==> src/rtl/csr_file_if.sv <==
// Bundle of CSR access, commit-stage exception and interrupt-source signals for csr_file.
// master: the pipeline side driving requests; slave: the CSR file.
interface csr_file_if;
  // CSR read/write port (write commits on the same csr_num)
  logic        csr_re;
  logic [13:0] csr_num;
  logic [31:0] csr_rvalue;
  logic        csr_we;
  logic [31:0] csr_wmask;
  logic [31:0] csr_wvalue;
  // Commit-stage exception / ertn
  logic        wb_ex_valid;
  logic [31:0] wb_ex_pc;
  logic [5:0]  wb_ecode;
  logic [8:0]  wb_esubcode;
  logic        wb_is_ertn;
  // Level interrupt sources
  logic [7:0]  hw_int_in;
  logic        ipi_int_in;
  // Status outputs
  logic [31:0] ex_entry;
  logic [31:0] ertn_entry;
  logic        has_int;

  modport master (
    output csr_re, csr_num, csr_we, csr_wmask, csr_wvalue,
    output wb_ex_valid, wb_ex_pc, wb_ecode, wb_esubcode, wb_is_ertn,
    output hw_int_in, ipi_int_in,
    input  csr_rvalue, ex_entry, ertn_entry, has_int
  );

  modport slave (
    input  csr_re, csr_num, csr_we, csr_wmask, csr_wvalue,
    input  wb_ex_valid, wb_ex_pc, wb_ecode, wb_esubcode, wb_is_ertn,
    input  hw_int_in, ipi_int_in,
    output csr_rvalue, ex_entry, ertn_entry, has_int
  );
endinterface

==> src/rtl/csr_file.sv <==
// CSR file: CRMD/PRMD/ECFG/ESTAT/ERA/EENTRY/SAVE0-3 with exception/ertn side effects
// and interrupt pending detection. Define CSR_TIMER_EN to add TID/TCFG/TVAL/TICLR.
module csr_file (
  input logic       clk,
  input logic       reset,
  csr_file_if.slave bus
);

  localparam logic [13:0] CsrCrmd   = 14'h000;
  localparam logic [13:0] CsrPrmd   = 14'h001;
  localparam logic [13:0] CsrEcfg   = 14'h004;
  localparam logic [13:0] CsrEstat  = 14'h005;
  localparam logic [13:0] CsrEra    = 14'h006;
  localparam logic [13:0] CsrEentry = 14'h00c;
  localparam logic [13:0] CsrSave0  = 14'h030;
  localparam logic [13:0] CsrSave1  = 14'h031;
  localparam logic [13:0] CsrSave2  = 14'h032;
  localparam logic [13:0] CsrSave3  = 14'h033;
  localparam logic [13:0] CsrTid    = 14'h040;
  localparam logic [13:0] CsrTcfg   = 14'h041;
  localparam logic [13:0] CsrTval   = 14'h042;
  localparam logic [13:0] CsrTiclr  = 14'h044;

  logic [1:0]       crmd_plv_q, crmd_plv_d;
  logic             crmd_ie_q, crmd_ie_d;
  logic             crmd_da_q, crmd_da_d;
  logic [1:0]       prmd_pplv_q, prmd_pplv_d;
  logic             prmd_pie_q, prmd_pie_d;
  logic [12:0]      ecfg_lie_q, ecfg_lie_d;
  logic [1:0]       estat_sw_q, estat_sw_d;
  logic [7:0]       estat_hw_q, estat_hw_d;
  logic             estat_ipi_q, estat_ipi_d;
  logic [5:0]       estat_ecode_q, estat_ecode_d;
  logic [8:0]       estat_esub_q, estat_esub_d;
  logic [31:0]      era_q, era_d;
  logic [25:0]      eentry_q, eentry_d;
  logic [3:0][31:0] save_q, save_d;

  logic        timer_is;  // ESTAT.IS[11]
  logic [12:0] is_vec;
  logic [31:0] rdata;
  logic [31:0] wmerged;
  logic        unused_csr_re;

  assign unused_csr_re = bus.csr_re;

  assign is_vec = {estat_ipi_q, timer_is, 1'b0, estat_hw_q, estat_sw_q};

`ifdef CSR_TIMER_EN
  logic [31:0] tid_q, tid_d;
  logic        tcfg_en_q, tcfg_en_d;
  logic        tcfg_per_q, tcfg_per_d;
  logic [29:0] tcfg_init_q, tcfg_init_d;
  logic [31:0] tval_q, tval_d;
  logic        estat_ti_q, estat_ti_d;
  logic        timer_hit;

  assign timer_is  = estat_ti_q;
  assign timer_hit = tcfg_en_q && (tval_q == 32'd1);

  // Timer next state: a TCFG write reloads the counter, a TICLR write acks, expiry sets IS[11]
  always_comb begin
    tid_d       = tid_q;
    tcfg_en_d   = tcfg_en_q;
    tcfg_per_d  = tcfg_per_q;
    tcfg_init_d = tcfg_init_q;
    tval_d      = tval_q;
    estat_ti_d  = estat_ti_q;
    if (tcfg_en_q && (tval_q != 32'd0)) begin
      tval_d = (timer_hit && tcfg_per_q) ? {tcfg_init_q, 2'b00} : tval_q - 32'd1;
    end
    if (bus.csr_we) begin
      case (bus.csr_num)
        CsrTid: tid_d = wmerged;
        CsrTcfg: begin
          tcfg_en_d   = wmerged[0];
          tcfg_per_d  = wmerged[1];
          tcfg_init_d = wmerged[31:2];
          tval_d      = {wmerged[31:2], 2'b00};
        end
        CsrTiclr: begin
          if (bus.csr_wvalue[0] && bus.csr_wmask[0]) estat_ti_d = 1'b0;
        end
        default: ;
      endcase
    end
    // Expiry beats a simultaneous clear so no tick is lost
    if (timer_hit) estat_ti_d = 1'b1;
  end

  // Timer state registers
  always_ff @(posedge clk) begin
    if (reset) begin
      tid_q       <= '0;
      tcfg_en_q   <= 1'b0;
      tcfg_per_q  <= 1'b0;
      tcfg_init_q <= '0;
      tval_q      <= '0;
      estat_ti_q  <= 1'b0;
    end else begin
      tid_q       <= tid_d;
      tcfg_en_q   <= tcfg_en_d;
      tcfg_per_q  <= tcfg_per_d;
      tcfg_init_q <= tcfg_init_d;
      tval_q      <= tval_d;
      estat_ti_q  <= estat_ti_d;
    end
  end
`else
  assign timer_is = 1'b0;
`endif

  // Read mux; unimplemented numbers and reserved bits read as zero
  always_comb begin
    rdata = '0;
    case (bus.csr_num)
      CsrCrmd:   rdata = {28'b0, crmd_da_q, crmd_ie_q, crmd_plv_q};
      CsrPrmd:   rdata = {29'b0, prmd_pie_q, prmd_pplv_q};
      CsrEcfg:   rdata = {19'b0, ecfg_lie_q};
      CsrEstat:  rdata = {1'b0, estat_esub_q, estat_ecode_q, 3'b0, is_vec};
      CsrEra:    rdata = era_q;
      CsrEentry: rdata = {eentry_q, 6'b0};
      CsrSave0:  rdata = save_q[0];
      CsrSave1:  rdata = save_q[1];
      CsrSave2:  rdata = save_q[2];
      CsrSave3:  rdata = save_q[3];
`ifdef CSR_TIMER_EN
      CsrTid:    rdata = tid_q;
      CsrTcfg:   rdata = {tcfg_init_q, tcfg_per_q, tcfg_en_q};
      CsrTval:   rdata = tval_q;
      CsrTiclr:  rdata = '0;
`endif
      default:   rdata = '0;
    endcase
  end

  assign bus.csr_rvalue = rdata;
  assign wmerged        = (rdata & ~bus.csr_wmask) | (bus.csr_wvalue & bus.csr_wmask);

  // Next state; later assignments win: csr write < ertn < exception
  always_comb begin
    crmd_plv_d    = crmd_plv_q;
    crmd_ie_d     = crmd_ie_q;
    crmd_da_d     = crmd_da_q;
    prmd_pplv_d   = prmd_pplv_q;
    prmd_pie_d    = prmd_pie_q;
    ecfg_lie_d    = ecfg_lie_q;
    estat_sw_d    = estat_sw_q;
    estat_hw_d    = bus.hw_int_in;
    estat_ipi_d   = bus.ipi_int_in;
    estat_ecode_d = estat_ecode_q;
    estat_esub_d  = estat_esub_q;
    era_d         = era_q;
    eentry_d      = eentry_q;
    save_d        = save_q;
    if (bus.csr_we) begin
      case (bus.csr_num)
        CsrCrmd: begin
          crmd_plv_d = wmerged[1:0];
          crmd_ie_d  = wmerged[2];
          crmd_da_d  = wmerged[3];
        end
        CsrPrmd: begin
          prmd_pplv_d = wmerged[1:0];
          prmd_pie_d  = wmerged[2];
        end
        CsrEcfg:   ecfg_lie_d = {wmerged[12:11], 1'b0, wmerged[9:0]};
        CsrEstat:  estat_sw_d = wmerged[1:0];
        CsrEra:    era_d      = wmerged;
        CsrEentry: eentry_d   = wmerged[31:6];
        CsrSave0:  save_d[0]  = wmerged;
        CsrSave1:  save_d[1]  = wmerged;
        CsrSave2:  save_d[2]  = wmerged;
        CsrSave3:  save_d[3]  = wmerged;
        default: ;
      endcase
    end
    if (bus.wb_is_ertn) begin
      crmd_plv_d = prmd_pplv_q;
      crmd_ie_d  = prmd_pie_q;
    end
    if (bus.wb_ex_valid) begin
      prmd_pplv_d   = crmd_plv_q;
      prmd_pie_d    = crmd_ie_q;
      crmd_plv_d    = 2'b00;
      crmd_ie_d     = 1'b0;
      era_d         = bus.wb_ex_pc;
      estat_ecode_d = bus.wb_ecode;
      estat_esub_d  = bus.wb_esubcode;
    end
  end

  // Control/status registers cleared by reset
  always_ff @(posedge clk) begin
    if (reset) begin
      crmd_plv_q    <= 2'b00;
      crmd_ie_q     <= 1'b0;
      crmd_da_q     <= 1'b1;
      prmd_pplv_q   <= 2'b00;
      prmd_pie_q    <= 1'b0;
      ecfg_lie_q    <= '0;
      estat_sw_q    <= '0;
      estat_hw_q    <= '0;
      estat_ipi_q   <= 1'b0;
      estat_ecode_q <= '0;
      estat_esub_q  <= '0;
    end else begin
      crmd_plv_q    <= crmd_plv_d;
      crmd_ie_q     <= crmd_ie_d;
      crmd_da_q     <= crmd_da_d;
      prmd_pplv_q   <= prmd_pplv_d;
      prmd_pie_q    <= prmd_pie_d;
      ecfg_lie_q    <= ecfg_lie_d;
      estat_sw_q    <= estat_sw_d;
      estat_hw_q    <= estat_hw_d;
      estat_ipi_q   <= estat_ipi_d;
      estat_ecode_q <= estat_ecode_d;
      estat_esub_q  <= estat_esub_d;
    end
  end

  // Data registers keep their value through reset but still ignore updates while it is held
  always_ff @(posedge clk) begin
    if (!reset) begin
      era_q    <= era_d;
      eentry_q <= eentry_d;
      save_q   <= save_d;
    end
  end

  assign bus.ex_entry   = {eentry_q, 6'b0};
  assign bus.ertn_entry = era_q;
  // Gated by reset so the output is clean while state is still being initialised
  assign bus.has_int    = ~reset & crmd_ie_q & (|(is_vec & ecfg_lie_q));

endmodule

==> src/flat_wrapper.sv <==
// flat-port wrapper written by rule: the top's interface ports become plain ports
module csr_file_flat 
  (clk, reset, bus_csr_re, bus_csr_num, bus_csr_we, bus_csr_wmask, bus_csr_wvalue, bus_wb_ex_valid, bus_wb_ex_pc, bus_wb_ecode, bus_wb_esubcode, bus_wb_is_ertn, bus_hw_int_in, bus_ipi_int_in, bus_csr_rvalue, bus_ex_entry, bus_ertn_entry, bus_has_int);
  csr_file_if bus_i ();
  input logic clk;
  input logic reset;
  input wire logic [$bits(bus_i.csr_re)-1:0] bus_csr_re;
  input wire logic [$bits(bus_i.csr_num)-1:0] bus_csr_num;
  input wire logic [$bits(bus_i.csr_we)-1:0] bus_csr_we;
  input wire logic [$bits(bus_i.csr_wmask)-1:0] bus_csr_wmask;
  input wire logic [$bits(bus_i.csr_wvalue)-1:0] bus_csr_wvalue;
  input wire logic [$bits(bus_i.wb_ex_valid)-1:0] bus_wb_ex_valid;
  input wire logic [$bits(bus_i.wb_ex_pc)-1:0] bus_wb_ex_pc;
  input wire logic [$bits(bus_i.wb_ecode)-1:0] bus_wb_ecode;
  input wire logic [$bits(bus_i.wb_esubcode)-1:0] bus_wb_esubcode;
  input wire logic [$bits(bus_i.wb_is_ertn)-1:0] bus_wb_is_ertn;
  input wire logic [$bits(bus_i.hw_int_in)-1:0] bus_hw_int_in;
  input wire logic [$bits(bus_i.ipi_int_in)-1:0] bus_ipi_int_in;
  output wire logic [$bits(bus_i.csr_rvalue)-1:0] bus_csr_rvalue;
  output wire logic [$bits(bus_i.ex_entry)-1:0] bus_ex_entry;
  output wire logic [$bits(bus_i.ertn_entry)-1:0] bus_ertn_entry;
  output wire logic [$bits(bus_i.has_int)-1:0] bus_has_int;
  assign bus_i.csr_re = bus_csr_re;
  assign bus_i.csr_num = bus_csr_num;
  assign bus_i.csr_we = bus_csr_we;
  assign bus_i.csr_wmask = bus_csr_wmask;
  assign bus_i.csr_wvalue = bus_csr_wvalue;
  assign bus_i.wb_ex_valid = bus_wb_ex_valid;
  assign bus_i.wb_ex_pc = bus_wb_ex_pc;
  assign bus_i.wb_ecode = bus_wb_ecode;
  assign bus_i.wb_esubcode = bus_wb_esubcode;
  assign bus_i.wb_is_ertn = bus_wb_is_ertn;
  assign bus_i.hw_int_in = bus_hw_int_in;
  assign bus_i.ipi_int_in = bus_ipi_int_in;
  assign bus_csr_rvalue = bus_i.csr_rvalue;
  assign bus_ex_entry = bus_i.ex_entry;
  assign bus_ertn_entry = bus_i.ertn_entry;
  assign bus_has_int = bus_i.has_int;
  csr_file u_core (.clk(clk), .reset(reset), .bus(bus_i));
endmodule
==> config.mk <==
export PLATFORM = sky130hd
export DESIGN_NAME = csr_file_flat
export DESIGN_NICKNAME = d
export VERILOG_FILES = /design/src/rtl/csr_file_if.sv /design/src/rtl/csr_file.sv /design/src/flat_wrapper.sv
export SDC_FILE = /design/constraint.sdc
export NUM_CORES = 1
export LEC_CHECK = 0
export ABC_AREA = 1
export CAP_MARGIN = 20
export CORE_MARGIN = 2
export CORE_UTILIZATION = 30
export DETAILED_ROUTE_END_ITERATION = 8
export SKIP_CTS_REPAIR_TIMING = 1
export SLEW_MARGIN = 20
export SYNTH_ARGS = -nofsm -noshare
export SYNTH_HDL_FRONTEND = slang
export SYNTH_SLANG_ARGS = --single-unit
==> constraint.sdc <==
create_clock -name clk -period 7.9 [get_ports clk]
set_input_delay 1.58 -clock clk [delete_from_list [all_inputs] [get_ports clk]]
set_output_delay 1.58 -clock clk [all_outputs]
set_load 0.01 [all_outputs]
# [Yosys cells after proc, flatten, opt, wreduce, memory -nomap -nowiden]
# Cells that the tools add are included.
# Widths: inputs -> output; s select.
[op_classes] n_reduce_logical=19 eq_ne=9 mux=16 n_bitwise=8
[op_table] op="$pmux 32 s10" n=1
[op_table] op="$mux 32" n=3
[op_table] op="$and 32x32->32" n=2
[op_table] op="$eq 14x6->1 const B" n=4
[op_table] op="$eq 14x3->1 const B" n=3
[op_table] op="$not 32->32" n=1
[op_table] op="$or 32x32->32" n=1
[op_table] op="$reduce_and 3->1" n=6
[op_table] op="$eq 14x1->1 const B" n=1
[op_table] op="$eq 14x4->1 const B" n=1
[op_table] op="$logic_not 14->1" n=1
[op_table] op="$and 13x13->13" n=1
[op_table] op="$reduce_or 13->1" n=1
[op_table] op="$mux 2" n=6
[op_table] op="$reduce_and 2->1" n=5
[op_table] op="$reduce_bool 2->1" n=5
[op_table] op="$mux 1" n=6
[op_table] op="$and 1x1->1" n=2
[op_table] op="$reduce_or 2->1" n=1
[op_table] op="$not 1->1" n=1
[word_totals] register_bits=231 elab_cells=69 out_inout_bits=97 input_bits=140

# [Depth between registers and ports, before layout]
# Gate-level depths: netlist of run 1.
[depth] depth_word=7 ltp_mapped=14 depth_no_buf=14

# [Least setup slack after synthesis of run 1]
# No wires, ideal clock.
[synth_timing] path_type="input-to-reg" from="input reset" to="register u_core.era_q[0], in the netlist u_core.bus.ertn_entry[0], enable pin" arrival_time_ns=3.853 path_stages=5 setup_slack_ns=3.614 n_path_buf=2 setup_ns=0.433 required_time_ns=7.467 cell_sequence="clkbuf_1 > inv_1 > clkbuf_1 > nand2_1 > o22ai_1"
[synth_between] elab_chain_len=2
[synth_rtl] item="start: declaration" line="flat_wrapper.sv:6" text="input logic reset;"
[synth_rtl] item="$not 1->1 (no source line)"
[synth_rtl] item="$reduce_and 3->1 (no source line)"
[synth_rtl] item="end signal: assignment" line="csr_file.sv:225" text="era_q <= era_d;"
[synth_rtl] item="end: declaration" line="csr_file.sv:35" text="logic [31:0] era_q, era_d;"
# Every way passes these cells.
# A chain may end at the register's enable or synchronous reset.

# [Worst setup path after layout of run 1]
[layout_timing] from="input bus_csr_num[7]" to="output bus_csr_rvalue[12]"
[layout_between] elab_chain_len=2 word_cells_on_any_way=11 cone_classes="9 x eq/ne; 1 x mux; 1 x reduce/logical"
[layout_rtl] item="start: declaration" line="flat_wrapper.sv:8" text="input wire logic [$bits(bus_i.csr_num)-1:0] bus_csr_num;"
[layout_rtl] item="$eq 14x6->1 (tied with other cells)" line="csr_file.sv:116" text="case (bus.csr_num)"
[layout_rtl] item="$pmux 32 s10 (*)" line="csr_file.sv:116"
[layout_rtl] item="end: declaration" line="flat_wrapper.sv:19" text="output wire logic [$bits(bus_i.csr_rvalue)-1:0] bus_csr_rvalue;"
# Mark *: on every way between the ends. The rest lies on a longest branch, timed or not.

==> Implementation_results.wiki, run 1 <==
{| class="wikitable"
! Metric !! Value
|-
| Upper clock frequency limit || 155 MHz
|-
| Netlist area before placement || 10900 um^2
|-
| Final net count || 1546
|-
| Run status || complete, no violations
|-
| Pin count of the biggest net entering global routing || 50
|-
| Placed Instances || 1838
|-
| Die area || 38000 um^2
|-
| Fraction of layout cells with a size suffix above 1 || 8.83%
|-
| Power per cell area || 194 nW/um^2
|-
| Synth top cells by count || sky130_fd_sc_hd__nand2_1, sky130_fd_sc_hd__edfxtp_1, sky130_fd_sc_hd__inv_1
|-
| Number of maximum-capacitance constraint violations || 0
|-
| Final-layout setup total negative slack || 0 ns
|-
| DP Wirelength || 24.2 mm
|-
| Crit Path Max Fanout || 23
|-
| Mean instance size in the synthesized netlist || 9.34 um^2
|-
| Clock Root Buffer || sky130_fd_sc_hd__clkbuf_16
|-
| Sinks on Clock Net || 231
|-
| Count of flip-flops with a built-in enable after synthesis || 186
|-
| Per-cell routed wire length || 18.9 um
|-
| Summed area of non-filler cells in the final layout || 14700 um^2
|-
| Data required, critical path || 6.32 ns
|-
| Signal arrival time at the worst endpoint || 4.89 ns
|-
| Warnings from Yosys || 0
|-
| All-Layer GR Usage || 18.4%
|-
| Cell family with most CP delay || buffers and inverters
|-
| Number of iterations in the first detailed-routing pass || 5
|-
| Horizontal die dimension || 195 um
|-
| Synth Instances || 1172
|-
| Path category of the worst min-delay check || reg2reg
|-
| Y dimension of the die || 195 um
|-
| Aggregate global routing overflow || 0
|-
| Post-route ant nets || 0
|-
| Worst setup SP type || primary input
|-
| Ys flop type || sky130_fd_sc_hd__edfxtp_1
|-
| Clk buf depth || 3
|-
| Clock tree from TritonCTS || built
|-
| Area growth from synthesis to final layout || 33.9%
|-
| H-tree depth || 1
|-
| CTS buffer count || 27
|-
| Library cell contributing the largest single delay on the critical path || sky130_fd_sc_hd__inv_2
|-
| Endpoint kind of the worst setup timing path || output port
|-
| Number of global-route vias before repair || 9095
|-
| Longest individual stage delay on the worst path || 0.63 ns
|-
| Final-layout worst hold slack || 0.477 ns
|-
| Crit path time final || 6.47 ns
|-
| Relative slew margins || 32.2%
|-
| Count of state elements after synthesis || 231
|-
| Seq/Total Area, Yosys || 59.3%
|-
| Placer Congestion || 0.852
|-
| Smallest setup slack after layout || 1.43 ns
|-
| Critical path cell sequence || clkdlybuf4s50_1, nor2_2, nand2_2, nor2_2, nand2_2, inv_2, nand2_1, o21ai_0, a21oi_1, o2111ai_1, clkdlybuf4s50_1
|-
| Placement row count || 69
|-
| I/O pin total || 237
|-
| Post-detailed-route via-to-cell ratio || 4.88
|-
| Global-route wire length before repair || 53.9 mm
|-
| Share of flip-flops with an asynchronous set or reset || 0%
|-
| Clk_skew || 0.00837 ns
|-
| Clock latency at the later pin of the worst-skew pair || 0.53 ns
|-
| Total count of max-transition violations in the final report || 0
|-
| Leading area contributor after synthesis || sky130_fd_sc_hd__edfxtp_1
|-
| Setup WS pre-CTS || 1.47 ns
|-
| Area share of the largest cell type after synthesis || 51.0%
|-
| Setup violators final || 0
|-
| Area of placed instances || 13700 um^2
|-
| Final cell count without fillers || 1889
|-
| Slew of the pin with the lowest slew margin || 1.01 ns
|-
| Initial Util || 30.6%
|-
| Largest cells by area after synthesis || sky130_fd_sc_hd__edfxtp_1, sky130_fd_sc_hd__nand2_1, sky130_fd_sc_hd__dfxtp_1
|-
| Worst vdd ir || 0.000145 V
|-
| WP buf/inv || 3
|-
| Post-route DRC || 0
|-
| Slack of the worst reg-to-reg path || 6.33 ns
|-
| Critical path start-end classification || in2out
|-
| Count of routing violations after the opening detailed-route iteration || 732
|-
| Port bufs || 229
|-
| Final Routed Wirelength || 35.7 mm
|-
| Core outline area || 35700 um^2
|-
| Filler cell count in the final layout || 3539
|-
| Final Hold Violating Endpoints || 0
|-
| CTS clock-pin slew for the worst setup and hold paths || 0.06 ns
|-
| Via total after detailed routing || 9225
|-
| Yosys cell types || 41
|-
| Final clock period utilization by the worst path || 81.8%
|-
| Initial antenna violation count || 3
|-
| Unrepaired setup endpoints after global routing || false
|-
| Most common cell in the synthesized netlist || sky130_fd_sc_hd__nand2_1
|-
| Leakage Power || 5.87 nW
|}
[cell type report]
type / instances / area (um^2) / share of cell area [%]
Inverter: 172 / 647 / 4.41
Antenna cell: 1 / 2.50 / 0.0171
Tap cell: 461 / 577 / 3.94
Timing Repair Buffer: 243 / 2390 / 16.3
Clock buffer: 30 / 717 / 4.89
Multi-Input combinational cell: 731 / 3620 / 24.7
Sequential cell: 231 / 6490 / 44.3
Clock inverter: 20 / 219 / 1.49
[layout by cell type (no fill, tap or decap), drive strengths merged]
| master | instances |
|---|---|
| a311oi | 1 |
| clkbuf | 30 |
| buf | 15 |
| a22o | 4 |
| a21boi | 3 |
| bufinv | 4 |
| o22ai | 33 |
| nand2 | 287 |
| nand3b | 19 |
| a31oi | 22 |
| o21ai | 70 |
| clkinv | 13 |
| inv | 173 |
| nor2 | 111 |
| nand4 | 16 |
| o21a | 1 |
| nor3 | 2 |
| clkinvlp | 2 |
| o2111ai | 6 |
| nand3 | 87 |
| diode | 1 |
| edfxtp | 186 |
| nor4 | 1 |
| o221ai | 1 |
| and2 | 4 |
| dfxtp | 45 |
| a21oi | 49 |
| clkdlybuf4s50 | 228 |
| a221oi | 4 |
| or2 | 4 |
| conb | 6 |
[metal layers]
metal | up-vias | routed length [um] | part of all wire, % | global-route usage (%)
li1 | 4418 | - | - | -
met2 | 390 | 16800 | 47 | 31.1
met1 | 4337 | 15300 | 43 | 23.8
met3 | 76 | 2700 | 7.6 | 4.16
met5 | - | 22 | 0.062 | 0
met4 | 4 | 940 | 2.6 | 5.09
[logic make-up after synthesis]
logic type	after synthesis	synth area share (%)
simple gates	531	21.9
flops	231	59.3
buf+inv	215	8.38
compound gates	194	10.4
other cells	1	0.0343
[worst min-delay path, stage by stage, from the launching register on]
cell	delay, ns
sky130_fd_sc_hd__dfxtp_1	0.32
sky130_fd_sc_hd__a21oi_1	0.06
sky130_fd_sc_hd__o21ai_1	0.06
[path summary, 6_finish.rpt]
kind,end,start,cells after the start
max,bus_csr_rvalue[12],bus_csr_num[7],11
max reg2reg,u_core.save_q[0]$_DFFE_PP_,u_core.bus.ertn_entry[0]$_DFFE_PP_,6
min reg2reg,u_core.crmd_da_q$_SDFFE_PP1P_,u_core.crmd_da_q$_SDFFE_PP1P_,2
min,u_core.crmd_da_q$_SDFFE_PP1P_,u_core.crmd_da_q$_SDFFE_PP1P_,2
[power by group]
| part | switching (mW) | leakage, nW | internal [mW] |
|---|---|---|---|
| Combinational | 0.101 | 3.48 | 0.105 |
| Clock | 0.508 | 0.458 | 0.785 |
| Sequential | 0.0117 | 1.93 | 1.34 |
[flip-flops by register name, summed over array words and instances, names as in the netlist, 2 cells and up]
| signal | cells |
|---|---|
| u_core.bus.ertn_entry | 32 |
| u_core.crmd_plv_q | 2 |
| u_core.ecfg_lie_q | 12 |
| u_core.eentry_q | 26 |
| u_core.estat_ecode_q | 6 |
| u_core.estat_esub_q | 9 |
| u_core.estat_hw_q | 8 |
| u_core.estat_sw_q | 2 |
| u_core.prmd_pplv_q | 2 |
| u_core.save_q | 128 |
[per-stage QoR]
stage / utilization [%] / power (mW)
detailed placement: 38.4 / 1.58
global route: 41.0 / 2.94
floorplan: - / 1.45
CTS: 41.0 / 2.87
global placement: 38.4 / 1.58
finish: 41.0 / 2.85
No activity file was read; power rests on OpenSTA's default activity.
==> run 2, diff against run 1 <==
==> constraint.sdc (replaced) <==
create_clock -name clk -period 5.6 [get_ports clk]
set_input_delay 1.12 -clock clk [delete_from_list [all_inputs] [get_ports clk]]
set_output_delay 1.12 -clock clk [all_outputs]
set_load 0.01 [all_outputs]
==> run 2 against run 1 <==
Total power grew 34%; critical endpoint is now bus_csr_rvalue[6]; sequential share of layout area rose by 0.12 points; cell area fell by 0.27%; cell count increased by 0.37%; highest routed layer unchanged; clock-buffer cell count increased by 6; non-clock buffer count is 9 higher; worst setup slack got worse by 0.81 ns; first-iteration DRC count down 7.9%; global-route usage up 0.054 points.
==> Implementation_results.wiki, run 2 (synthesis gave the netlist of run 1 again) <==
{| class="wikitable"
! Metric !! Value
|-
| Run status || complete, no violations
|-
| Aggregate global routing overflow || 0 (unchanged)
|-
| Part of the total power dissipated in sequential elements || 49.8% (+2.4 points)
|-
| Endpoint kind of the worst setup timing path || output port
|-
| Port bufs || 229 (unchanged)
|-
| Data required, critical path || 4.48 ns (-1.84 ns)
|-
| Number of iterations in the first detailed-routing pass || 5 (unchanged)
|-
| Setup violators final || 0 (unchanged)
|-
| Final-layout setup total negative slack || 0 ns (unchanged)
|-
| Y dimension of the die || 195 um (unchanged)
|-
| Clock Root Buffer || sky130_fd_sc_hd__clkbuf_16
|-
| Count of routing violations after the opening detailed-route iteration || 674 (-7.9%)
|-
| Sinks on Clock Net || 231 (unchanged)
|-
| Final Hold Violating Endpoints || 0 (unchanged)
|-
| Via total after detailed routing || 9212 (-0.14%)
|-
| CTS buffer count || 26 (-3.7%)
|-
| Switching share of power || 22.1% (+0.32 points)
|-
| H-tree depth || 1 (unchanged)
|-
| Number of global-route vias before repair || 9250 (+1.7%)
|-
| Register with the most flip-flops || u_core.save_q
|-
| Global-route wire length before repair || 54.1 mm (+0.49%)
|-
| All-Layer GR Usage || 18.5% (+0.054 points)
|-
| Placed Instances || 1847 (+0.49%)
|-
| Combinational cell fraction of total power || 7.6% (+0.4 points)
|-
| Post-detailed-route via-to-cell ratio || 4.86 (-0.51%)
|-
| Setup WS pre-CTS || 0.654 ns (-0.813 ns)
|-
| Signal arrival time at the worst endpoint || 3.86 ns (-1.03 ns)
|-
| Final net count || 1554 (+0.52%)
|-
| Relative slew margins || 43.7% (+11 points)
|-
| Initial antenna violation count || 3 (unchanged)
|-
| Clock network fraction of total power || 42.6% (-2.8 points)
|-
| Worst setup SP type || primary input
|-
| Summed area of non-filler cells in the final layout || 14600 um^2 (-0.27%)
|-
| Total area of sequential cells || 6490 um^2 (unchanged)
|-
| Total count of max-transition violations in the final report || 0 (unchanged)
|-
| Worst vdd ir || 0.000210 V (+45%)
|-
| Path category of the worst min-delay check || reg2reg
|-
| Die area || 38000 um^2 (unchanged)
|-
| Per-cell routed wire length || 18.9 um (-0.15%)
|-
| Final clock period utilization by the worst path || 88.9%
|-
| Placement row count || 69 (unchanged)
|-
| Placer Congestion || 0.858 (+0.75%)
|-
| Filler cell count in the final layout || 3521 (-0.51%)
|-
| Smallest setup slack after layout || 0.621 ns (-0.813 ns)
|-
| Most frequent standard cell in the layout excluding fill and tap cells || sky130_fd_sc_hd__nand2_1
|-
| Clk buf depth || 3 (unchanged)
|-
| Crit Path Max Fanout || 26 (+13%)
|-
| Clock latency at the later pin of the worst-skew pair || 0.53 ns (about the same)
|-
| Clk_skew || 0.0111 ns (+0.00274 ns)
|-
| Number of maximum-capacitance constraint violations || 0 (unchanged)
|-
| Fraction of layout cells with a size suffix above 1 || 9.14% (+0.31 points)
|-
| CTS clock-pin slew for the worst setup and hold paths || 0.06 ns (about the same)
|-
| Crit path time final || 4.98 ns
|-
| Post-route ant nets || 0 (unchanged)
|-
| Unrepaired setup endpoints after global routing || false
|-
| Area growth from synthesis to final layout || 33.6%
|-
| Power spent charging and discharging nets || 845 uW (+36%)
|-
| Leakage Power || 5.86 nW (-0.15%)
|-
| Horizontal die dimension || 195 um (unchanged)
|-
| Cell-internal power || 2.98 mW (+34%)
|-
| Slew of the pin with the lowest slew margin || 0.843 ns (-0.172 ns)
|-
| I/O pin total || 237 (unchanged)
|-
| Combined area of the multi-input logic cells || 3620 um^2 (unchanged)
|-
| Number of flip-flops in the largest register || 128 (unchanged)
|-
| Power per cell area || 262 nW/um^2 (+35%)
|-
| Core outline area || 35700 um^2 (unchanged)
|-
| Final cell count without fillers || 1896 (+0.37%)
|-
| Upper clock frequency limit || 201 MHz
|-
| DP Wirelength || 24.4 mm (+1.0%)
|-
| Initial Util || 30.6% (unchanged)
|-
| Area of placed instances || 13800 um^2 (+0.49%)
|-
| Most frequent cells in the layout || sky130_fd_sc_hd__nand2_1, sky130_fd_sc_hd__clkdlybuf4s50_1, sky130_fd_sc_hd__edfxtp_1, sky130_fd_sc_hd__inv_1, sky130_fd_sc_hd__nor2_1
|-
| Critical path start-end classification || in2out
|-
| Post-route DRC || 0 (unchanged)
|-
| Final Routed Wirelength || 35.8 mm (+0.22%)
|-
| Pin count of the biggest net entering global routing || 49 (-2.0%)
|-
| Clock tree from TritonCTS || built
|-
| End-of-flow core utilization || 40.9% (-0.11 points)
|}
## run 2: changes by cell type in the layout (fill, tap and decap cells not counted)
cell	before	now
sky130_fd_sc_hd__clkbuf_1	0	4
sky130_fd_sc_hd__clkinv_1	4	2
sky130_fd_sc_hd__clkinv_4	3	1
sky130_fd_sc_hd__clkinv_2	6	7
sky130_fd_sc_hd__clkbuf_8	3	5
sky130_fd_sc_hd__clkinvlp_4	2	3
sky130_fd_sc_hd__inv_6	2	0
sky130_fd_sc_hd__bufinv_16	4	0
sky130_fd_sc_hd__buf_4	14	23
## run 2: stage by stage
step                      power [mW]  hold WS (ns)
final                           3.83         0.470
after global routing            3.96         0.491
after CTS                       3.87         0.476
after detailed placement        2.23         0.463
after global placement          2.23         0.456
after floorplan                 2.05         0.441
## run 2: layer usage
| layer | routed length, um | track usage [%] | up-vias |
|---|---|---|---|
| met2 | 16600 | 30.6 | 377 |
| met4 | 1150 | 5.94 | 4 |
| met5 | 27 | 0 | - |
| met1 | 15300 | 24.2 | 4326 |
| li1 | - | - | 4428 |
| met3 | 2740 | 4.08 | 77 |
## run 2: power groups by stage
stage | registers (mW) | logic [mW] | clock network (mW)
6_report | 1.90 | 0.291 | 1.63
3_5_place_dp | 1.94 | 0.291 | 0
4_1_cts | 1.90 | 0.293 | 1.67
2_1_floorplan | 1.94 | 0.105 | 0
3_3_place_gp | 1.94 | 0.288 | 0
5_1_grt | 1.91 | 0.318 | 1.73
## run 2: final timing paths
| path | end | slack (ns) | cells past startpoint | startpoint |
|---|---|---|---|---|
| worst max register to register | u_core.save_q[0]$_DFFE_PP_ | 4.05 | 6 | u_core.bus.ertn_entry[0]$_DFFE_PP_ |
| worst max-delay path | bus_csr_rvalue[6] | 0.62 | 11 | bus_csr_num[2] |
| worst min register to register | u_core.estat_ecode_q[1]$_SDFFE_PP0P_ | 0.47 | 2 | u_core.estat_ecode_q[1]$_SDFFE_PP0P_ |
| worst min-delay path | u_core.estat_ecode_q[1]$_SDFFE_PP0P_ | 0.47 | 2 | u_core.estat_ecode_q[1]$_SDFFE_PP0P_ |
## run 2: layout make-up
cell class,instances,share of cell area (%)
flip-flops and latches,231,44.4
clock inverters,12,0.471
clock buffers,36,5.20
repair buffers,252,16.8
multi-input cells,731,24.7
inverters,172,4.43
diodes,1,0.0171
well taps,461,3.95
## run 2: critical path: stages
cell	delay, ns
sky130_fd_sc_hd__clkdlybuf4s50_1	0.48
sky130_fd_sc_hd__nor2_1	0.19
sky130_fd_sc_hd__nand2_1	0.09
sky130_fd_sc_hd__nor2_2	0.30
sky130_fd_sc_hd__nand2_4	0.19
sky130_fd_sc_hd__clkinv_2	0.47
sky130_fd_sc_hd__nand2_1	0.15
sky130_fd_sc_hd__o221ai_1	0.11
sky130_fd_sc_hd__nor2_1	0.06
sky130_fd_sc_hd__nand2_1	0.12
sky130_fd_sc_hd__clkdlybuf4s50_1	0.56
